$ cat config.mk
export PLATFORM = sky130hd
export DESIGN_NAME = bias_loader
export DESIGN_NICKNAME = d
export VERILOG_FILES = /design/src/rtl/bias_loader.sv
export SDC_FILE = /design/constraint.sdc
export NUM_CORES = 1
export LEC_CHECK = 0
export CAP_MARGIN = 20
export CORE_AREA = 8 8 70 72
export DETAILED_ROUTE_END_ITERATION = 16
export DIE_AREA = 0 0 78 80
export PLACE_DENSITY_LB_ADDON = 0.12
export RECOVER_POWER = 100
export SYNTH_ARGS = -nofsm -noshare
export SYNTH_HDL_FRONTEND = slang
export SYNTH_SLANG_ARGS = --single-unit
$ cat constraint.sdc
create_clock -name clk -period 2 [get_ports clk]
set_clock_uncertainty 0.05 [all_clocks]
set_input_delay 0.2 -clock clk [delete_from_list [all_inputs] [get_ports clk]]
set_output_delay 0.2 -clock clk [all_outputs]
set_load 0.1 [all_outputs]
$ cat src/rtl/bias_loader.sv
// -----------------------------------------------------------------------------
// bias_loader
//
// Purpose:
//   Collects NUM_FEATURES+1 signed bias words from a serial valid/ready
//   stream, index 0 first, into a parallel vector. When the vector is
//   complete it strobes the bias memory write enable (active low) for one
//   full clock cycle. It then returns to idle and pulses done.
//
// Optional feature (macro BIAS_LOADER_CHECKSUM_EN):
//   When defined, the loader keeps an additive checksum (modulo
//   2^DATA_WIDTH) of the accepted words. After the last bias word it
//   accepts one extra word, which is the expected sum. On a match the
//   vector is committed. On a mismatch the loader returns to idle with an
//   err pulse and does not commit. When the macro is undefined there is no
//   CHECK state and no accumulator, and err is tied to 0.
//
// Ports:
//   clk               clock, all state updates on posedge
//   rst               asynchronous, active-low reset
//   start             begin a load sequence (sampled only in IDLE)
//   in_valid/in_data  serial bias word stream
//   in_ready          loader accepts in_data this cycle (LOAD/CHECK)
//   bias_weights_out  assembled bias vector, NUM_FEATURES+1 words
//   bias_WrEn         active-low write strobe, low for exactly COMMIT
//   busy              high in any state except IDLE
//   done              one-cycle pulse in the first IDLE cycle after COMMIT
//   err               one-cycle pulse on checksum mismatch
// -----------------------------------------------------------------------------
module bias_loader #(
  parameter int NUM_FEATURES = 3,
  parameter int DATA_WIDTH   = 8
) (
  input  logic                         clk,
  input  logic                         rst,
  input  logic                         start,
  input  logic                         in_valid,
  input  logic signed [DATA_WIDTH-1:0] in_data,
  output logic                         in_ready,
  output logic signed [DATA_WIDTH-1:0] bias_weights_out [NUM_FEATURES+1],
  output logic                         bias_WrEn,
  output logic                         busy,
  output logic                         done,
  output logic                         err
);

  localparam int NUM_WORDS = NUM_FEATURES + 1;
  localparam int IDX_W     = (NUM_WORDS > 1) ? $clog2(NUM_WORDS) : 1;
  localparam logic [IDX_W-1:0] LAST_IDX = IDX_W'(NUM_FEATURES);

`ifdef BIAS_LOADER_CHECKSUM_EN
  typedef enum logic [1:0] {IDLE, LOAD, CHECK, COMMIT} state_t;
`else
  typedef enum logic [1:0] {IDLE, LOAD, COMMIT} state_t;
`endif

  state_t                         state_q, state_d;
  logic   [IDX_W-1:0]             idx_q;
  logic                           in_ready_q;
  logic                           busy_q;
  logic                           wren_q;
  logic                           done_q;
  logic signed [DATA_WIDTH-1:0]   bias_q [NUM_WORDS];
  logic                           accept;

`ifdef BIAS_LOADER_CHECKSUM_EN
  logic [DATA_WIDTH-1:0]          sum_q;
  logic                           err_q;
  logic                           csum_match;

  assign csum_match = ($unsigned(in_data) == sum_q);
`endif

  // A bias word lands in the vector only while collecting; the checksum
  // word taken in CHECK never touches the array.
  assign accept = (state_q == LOAD) && in_valid;

  always_comb begin
    state_d = state_q;
    case (state_q)
      IDLE:   if (start) state_d = LOAD;
      LOAD: begin
        if (in_valid && (idx_q == LAST_IDX)) begin
`ifdef BIAS_LOADER_CHECKSUM_EN
          state_d = CHECK;
`else
          state_d = COMMIT;
`endif
        end
      end
`ifdef BIAS_LOADER_CHECKSUM_EN
      CHECK:  if (in_valid) state_d = csum_match ? COMMIT : IDLE;
`endif
      COMMIT: state_d = IDLE;
      default: state_d = IDLE;
    endcase
  end

  // Outputs are registered from the next state, so each one lines up
  // exactly with the state it describes and has no combinational glitches.
  always_ff @(posedge clk or negedge rst) begin
    if (!rst) begin
      state_q    <= IDLE;
      idx_q      <= '0;
      in_ready_q <= 1'b0;
      busy_q     <= 1'b0;
      wren_q     <= 1'b1;
      done_q     <= 1'b0;
`ifdef BIAS_LOADER_CHECKSUM_EN
      sum_q      <= '0;
      err_q      <= 1'b0;
`endif
    end else begin
      state_q    <= state_d;
      busy_q     <= (state_d != IDLE);
      wren_q     <= (state_d != COMMIT);
      // COMMIT always falls through to IDLE, so done marks that first IDLE cycle.
      done_q     <= (state_q == COMMIT);
`ifdef BIAS_LOADER_CHECKSUM_EN
      in_ready_q <= (state_d == LOAD) || (state_d == CHECK);
      err_q      <= (state_q == CHECK) && in_valid && !csum_match;
      if ((state_q == IDLE) && start) begin
        sum_q <= '0;
      end else if (accept) begin
        sum_q <= sum_q + $unsigned(in_data);
      end
`else
      in_ready_q <= (state_d == LOAD);
`endif
      // The index saturates at the last word instead of wrapping.
      if ((state_q == IDLE) && start) begin
        idx_q <= '0;
      end else if (accept && (idx_q != LAST_IDX)) begin
        idx_q <= idx_q + 1'b1;
      end
    end
  end

  // One register per vector word. A word changes only when its own index
  // is written, so the vector is stable from the last accepted word
  // through COMMIT. It also holds its contents while idle.
  generate
    for (genvar gi = 0; gi < NUM_WORDS; gi++) begin : g_word
      always_ff @(posedge clk or negedge rst) begin
        if (!rst) begin
          bias_q[gi] <= '0;
        end else if (accept && (idx_q == IDX_W'(gi))) begin
          bias_q[gi] <= in_data;
        end
      end
      assign bias_weights_out[gi] = bias_q[gi];
    end
  endgenerate

  assign in_ready  = in_ready_q;
  assign busy      = busy_q;
  assign bias_WrEn = wren_q;
  assign done      = done_q;
`ifdef BIAS_LOADER_CHECKSUM_EN
  assign err       = err_q;
`else
  assign err       = 1'b0;
`endif

endmodule

Yosys cells after proc, flatten, opt, wreduce, memory -nomap -nowiden
Cells that the tools add are included.
Widths: inputs -> output; s select.
Operators by class
  eq/ne operators: 8
  multiplexer cells: 5
  add/subtract/negate cells: 1
  reductions and logical operators: 12
Operators by type and width (count)
  $logic_and 1x1->1: 8
  $mux 2: 4
  $eq 2x1->1 const B: 3
  $eq 2x2->1 const B: 3
  $logic_not 2->1: 2
  $ne 2x2->1 const B: 2
  $pmux 2 s2: 1
  $reduce_bool 2->1: 2
  $add 2x1->2 const B: 1
Storage, ports and cells
  flip-flop bits (word level): 40
  word-level logic and storage cells: 36
  bits of input ports: 12

Longest topological paths before layout
Gate-level depths: netlist (run 1).
  depth in word-level cells: 5
  depth in mapped cells: 4
  gate-level depth less buffers: 4

Least setup slack after synthesis (run 1)
Ideal clock, no wire load.
  path kind: flip-flop to flip-flop
  start point: reg idx_q[0]
  end point: reg idx_q[1]
  arrival time: 1252 ps
  data required time: 1823 ps
  setup slack: 571 ps
  clock period less this slack: 1429 ps
  setup time: 127 ps
  cell stages (with the launch flop): 5
  buffers on the path: 0
  cell sequence: dfrtp_1 -> ha_1 -> and4bb_2 -> mux2i_1 -> nor2_1
Between the ends
  word-level cells in the longest chain between the ends: 3
  elaborated cells between the ends (all ways): 6
  classes of those cells: add/sub (1); eq/ne (1); mux (2); reduce/logical (2)
Ends and longest elaborated chain
  from (decl): line 58  | logic [IDX_W-1:0] idx_q;
  from (signal assigned): line 134  | idx_q <= idx_q + 1'b1;
  $add 2x1->2 / $ne 2x2->1 (equally long branches): line 134, 133
  $mux 2 / $logic_and 1x1->1 (equally long branches): line 133  | end else if (accept && (idx_q != LAST_IDX)) begin
  $mux 2 / $reduce_bool 2->1 (equally long branches)
Parallel ways exist; a longest one is shown, timed or not. The select of a mux whose other input is x is not followed.
A chain may end at the register's enable or synchronous reset.

Worst setup path after layout (run 1)
  start point: reg state_q[1]
  end point: reg bias_q, in the netlist bias_weights_out[28]
Between the ends
  word-level cells in the longest chain between the ends: 3
Ends and longest elaborated chain
  from (decl): line 57  | state_t state_q, state_d;
  from (signal assigned): line 114  | state_q <= state_d;
  $eq 2x1->1: line 76  | assign accept = (state_q == LOAD) && in_valid;
  $logic_and 1x1->1: line 76
  $logic_and 1x1->1: line 147  | end else if (accept && (idx_q == IDX_W'(gi))) begin
  to (signal, indexed assignment): line 148  | bias_q[gi] <= in_data;
  to (decl): line 63  | logic signed [DATA_WIDTH-1:0] bias_q [NUM_WORDS];
Every way passes these cells.

==> impl_metrics.toml, run 1 <==
[clock_network]
clock_sinks = 40
htreeDepth = 2
cts_buffers = 5
clk_latency_ns = 0.28
tritoncts = "built"
cts_buffer_depth = 2
post_cts_resize_count = 0
post-cts-setup-buffers = 0
cts_hold_buf = 1
clk_pin_slew_ns = 0.07
root_buffer = "clkbuf_8"

[layout]
fillers = 365
syn_to_final_growth_pct = 19.97
final_nets = 169
regArea_um2 = 1002
num_antenna_cells = 0
drive_gt1_frac = 0.3571
multi_input_area_um2 = 578.1
finish.instance_area_um2 = 2082

[critical_path]
cpLargestDelayFamily = "simple AND/OR/NAND/NOR gates"
slowest_stage = "dfrtp_1"
critPathArrivalTime_ns = 1.81
start_kind = "register"
rr_worst_depth = 4
path_cells = "and3b_1 -> buf_12 -> nand2_1 -> mux2_1"
worstSetupPathType = "reg -> reg"
cp_max_fo = 8
path_buf_inv = 1
cp.depth = 4
cpPeakStageDelay_ns = 0.45
endpoint_kind = "register"
required_ns = 2.12

[placement]
gp_congestion = 0.6898
hpwl_um = 2593
placed_area_um2 = 2182
io_buffers = 47

[drt]
viasPerCell = 4.740
wl_per_cell_um = 17.29
wl_um = 3527
route.detailed.drc = 0
dr.pass1.iters = 4
postRouteAntennaNets = 0
via_count = 967
drtIter0Drc = 23

[timing]
worst_pin_slew_ns = 0.9456
period_needed_ns = 1.694
drv_slew = 0
hold_viol_final = 0
relSlewSlack = 0.3696
fin_crit_sh = 0.8471
rsz0062_at_grt = "false"
finalSetupViolations = 0
clock.fmax_ghz = 0.5903
finalSetupTns_ns = 0

[floorplanning]
floorplan.initialDensity = 0.4500
rows = 23
die-height_um = 80
die_area_um2 = 6240
io_pins = 49
core-area_um2 = 3856
chipWidth_um = 78

[yosys]
synth_most_common_cell = "dfrtp_1"
seq_area_frac_synth = 0.5775
synth_edf_count = 0
synth_cell_types = 17
ys_top_cells_by_count = "39 x dfrtp_1, 32 x mux2_4, 4 x ha_1, 4 x nand2_8, 4 x nor2_1"
yosysTopAreaCell = "dfrtp_1"
ys_async_sr_fraction = 1.000
yosys_warnings = 0
synthTopCellsByArea = "dfrtp_1 56%, mux2_4 28%, nand2_8 4.6%, ha_1 2.9%, dfstp_2 1.5%"
ys_ff_latch = 40
netlist_area_um2 = 1735
avgSynthCellArea_um2 = 17.71
syn_inst = 98
synth_flop_cell = "dfrtp_1"
synth.net_count = 114
synth_top_cell_area_share = 0.5624

[global_routing]
antenna_found_initial = 0
grt_max_degree = 41
grt_pass1_vias = 1020
grt_use_total = 0.1187
gr-total-overflow = 0
grt_pass1_wl_um = 5816

[hold_path]
hold_path.class = "reg -> reg"
min_path_cells = 1

[run]
drv_cap = 0

[outcome]
status = "finished clean"
[flip-flops by register name, indices dropped and copies added, names as in the netlist]
name and cells:
idx_q 2, done 1, in_ready 1, bias_weights_out 32, state_q 2, bias_WrEn 1, busy 1
[final timing paths]
| path | from | end | slack (ns) |
|---|---|---|---|
| max | state_q[1] | bias_weights_out[28] | 0.31 |
| min | bias_weights_out[9] | bias_weights_out[9] | 0.45 |
| max reg2reg | state_q[1] | bias_weights_out[28] | 0.31 |
| min reg2reg | bias_weights_out[9] | bias_weights_out[9] | 0.45 |
| max in group asynchronous | rst | bias_weights_out[13] | 0.69 |
| min in group asynchronous | rst | bias_weights_out[3] | 0.61 |
[area by class of cell]
type	count	share of cell area
flip-flops and latches	40	0.4814
multi-input cells	53	0.2776
repair buffers	50	0.1538
clock buffers	6	0.03486
well taps	50	0.03005
clock inverters	2	0.01683
inverters	3	0.005409
[worst reg2reg max path, stage by stage, from the launching register on]
cell,delay (ns)
dfrtp_1,0.45
and3b_1,0.28
buf_12,0.15
nand2_1,0.25
mux2_1,0.40
[routing by layer]
metal  share of wire  track usage
met1            0.45       0.1498
met2            0.46       0.1754
met3           0.075      0.05180
met4           0.013      0.04444
met5               0            0
[per-stage QoR]
stage               hold WS, ns  instances  worst slack (ns)    util
floorplan               -0.1456         98            0.5708       -
global placement         0.2290        195            0.2931  0.5659
detailed placement       0.2355        195            0.2685  0.5659
CTS                      0.4613        204            0.4676  0.5964
global route             0.4659        204            0.2476  0.5399
finish                   0.4471        204            0.3059  0.5399
[cell families (layout without fill, tap and decap cells)]
| logic type | after synthesis | count (layout) | synth area share |
|---|---|---|---|
| buffers and inverters | 5 | 61 | 0.01730 |
| muxes | 33 | 33 | 0.2826 |
| adders and majority gates | 4 | 4 | 0.02884 |
| xor gates and xnor gates | 1 | 1 | 0.005048 |
| and+or+nand+nor | 12 | 12 | 0.07643 |
| DFF | 40 | 40 | 0.5775 |
| AOI/OAI and AO/OA | 2 | 2 | 0.01010 |
| other | 1 | 1 | 0.002161 |
[cell usage in the layout (no fill, tap or decap)]
master,count
nand2_1,1
a311oi_1,2
buf_2,1
nor3b_1,1
nor2_1,4
and2b_2,1
bufinv_16,1
dfstp_2,1
clkbuf_8,5
mux2_1,29
clkinv_2,1
clkbuf_1,1
buf_12,1
dlygate4sd3_1,1
and3b_1,1
xnor2_1,1
mux2_4,3
inv_1,3
conb_1,1
clkbuf_2,37
clkdlybuf4s50_1,10
and4bb_2,1
ha_1,4
mux2i_1,1
dfrtp_1,39
nand2_8,3
Power of run 1 is left out: the tool's default activity adds up to more than one toggle a clock period on the data nets, which glitch-free logic cannot reach.
==> inputs of run 2 (changes only) <==
--- a/config.mk
+++ b/config.mk
@@ -6,9 +6,9 @@
 export NUM_CORES = 1
 export LEC_CHECK = 0
 export CAP_MARGIN = 20
-export CORE_AREA = 8 8 70 72
+export CORE_AREA = 8 8 74 76
 export DETAILED_ROUTE_END_ITERATION = 16
-export DIE_AREA = 0 0 78 80
+export DIE_AREA = 0 0 82 84
 export PLACE_DENSITY_LB_ADDON = 0.12
 export RECOVER_POWER = 100
 export SYNTH_ARGS = -nofsm -noshare
==> constraint.sdc (replaced) <==
create_clock -name clk -period 1.5 [get_ports clk]
set_clock_uncertainty 0.05 [all_clocks]
set_input_delay 0.15 -clock clk [delete_from_list [all_inputs] [get_ports clk]]
set_output_delay 0.15 -clock clk [all_outputs]
set_load 0.1 [all_outputs]
==> run 2 against run 1 <==
Against the previous run:
- critical path depth did not move
- fmax is 17% higher
- cell count up 2.9%
- critical endpoint is now bias_weights_out[5]
==> impl_metrics.toml, run 2 (synthesis gave the netlist of run 1 again) <==
[clock_network]
cts_buffer_depth = 2
tritoncts = "built"
clk_pin_slew_ns = 0.08
htreeDepth = 2
clock_sinks = 40
root_buffer = "clkbuf_8"
cts_buffers = 5
clk_latency_ns = 0.29

[floorplanning]
die_area_um2 = 6888
io_pins = 49
die-height_um = 84
chipWidth_um = 82
floorplan.initialDensity = 0.4070
core-area_um2 = 4264
rows = 24

[layout]
final_cells = 210
fillers = 393
final_nets = 174
drive_gt1_frac = 0.4241
syn_to_final_growth_pct = 25.38
num_antenna_cells = 0
final_common_cell = "dfrtp_1"
final_cell_mix = "39 x dfrtp_1, 32 x clkbuf_2, 21 x mux2_1"
final_util = 0.5103
largest_register_ffs = 32

[global_routing]
gr-total-overflow = 0
grt_max_degree = 41
antenna_found_initial = 0
grt_use_total = 0.1210
grt_pass1_vias = 1098
grt_pass1_wl_um = 6251

[outcome]
status = "finished clean"

[drt]
wl_per_cell_um = 18.39
wl_um = 3862
topRoutingLayerUsed = "met4"
wl_met1_um = 1723
route.met2.wl_um = 1792
dr.pass1.iters = 4
via_count = 984
postRouteAntennaNets = 0
drtIter0Drc = 46
route.detailed.drc = 0
route.met3.wl_um = 289
viasPerCell = 4.686

[critical_path]
path_cells = "ha_2 -> clkbuf_2 -> nand2_8 -> mux2_1"
cpLargestDelayFamily = "flip-flops"
crit_path_start = "idx_q[0]"
worstSetupPathType = "reg -> reg"
cpPeakStageDelay_ns = 0.44
start_kind = "register"
critPathArrivalTime_ns = 1.57
required_ns = 1.63
path_buf_inv = 1
reg2reg_from = "idx_q[0]"
endpoint_kind = "register"
slowest_stage = "dfrtp_1"
cp_max_fo = 9

[timing]
finalSetupTns_ns = 0
holdWs_ns = 0.4451
hold_viol_final = 0
relSlewSlack = 0.3585
worst_pin_slew_ns = 0.9622
fin_crit_sh = 0.9612
rsz0062_at_grt = "false"
finalSetupViolations = 0
period_needed_ns = 1.442
drv_slew = 0
clock.fmax_ghz = 0.6936

[placement]
io_buffers = 47
gp_congestion = 0.6873
placed_cells = 202
hpwl_um = 2830

[hold_path]
worstHoldStart = "bias_weights_out[18]"
hold_path.class = "reg -> reg"

[run]
drv_cap = 0
==> run 2: path summary, 6_finish.rpt <==
kind | endpoint | slack, ns | depth (start not counted)
setup / recovery | bias_weights_out[5] | 0.06 | 4
hold / removal | bias_weights_out[18] | 0.45 | 1
setup reg to reg | bias_weights_out[5] | 0.06 | 4
hold reg to reg | bias_weights_out[18] | 0.45 | 1
max in group asynchronous | in_ready | 0.24 | 3
min in group asynchronous | bias_weights_out[2] | 0.57 | 3
==> run 2: repair_timing <==
| item | 4_1_cts | 5_1_grt |
|---|---|---|
| hold buffers | 1 | 0 |
| buffers inserted | 0 | 0 |
| endpoints found under the hold margin | 39 | 0 |
| gates resized for setup | 0 | 1 |
| endpoints found under the setup margin | 0 | 9 |
==> run 2: per-layer routing <==
layer | vias up | global-route usage
met1 | 488 | 0.1532
li1 | 457 | -
met5 | - | 0
met4 | 0 | 0.04792
met2 | 35 | 0.1717
met3 | 4 | 0.05603
==> run 2: final cells by class <==
type / count / area [um2] / area share
clock inverter: 2 / 60.06 / 0.02760
timing repair buffer: 55 / 350.3 / 0.1610
clock buffer: 5 / 68.82 / 0.03163
sequential: 40 / 1002 / 0.4606
tap: 52 / 65.06 / 0.02990
multi-input combinational: 53 / 618.1 / 0.2841
inverter: 3 / 11.26 / 0.005175
==> run 2: metrics by stage <==
step	setup WS (ns)	instance area (um2)
3_3_place_gp	-0.09960	2673
2_1_floorplan	0.07075	1735
3_5_place_dp	-0.1088	2673
5_1_grt	0.01289	2176
4_1_cts	0.02513	2811
6_report	0.05818	2176
Power of run 2 is left out for the same reason.
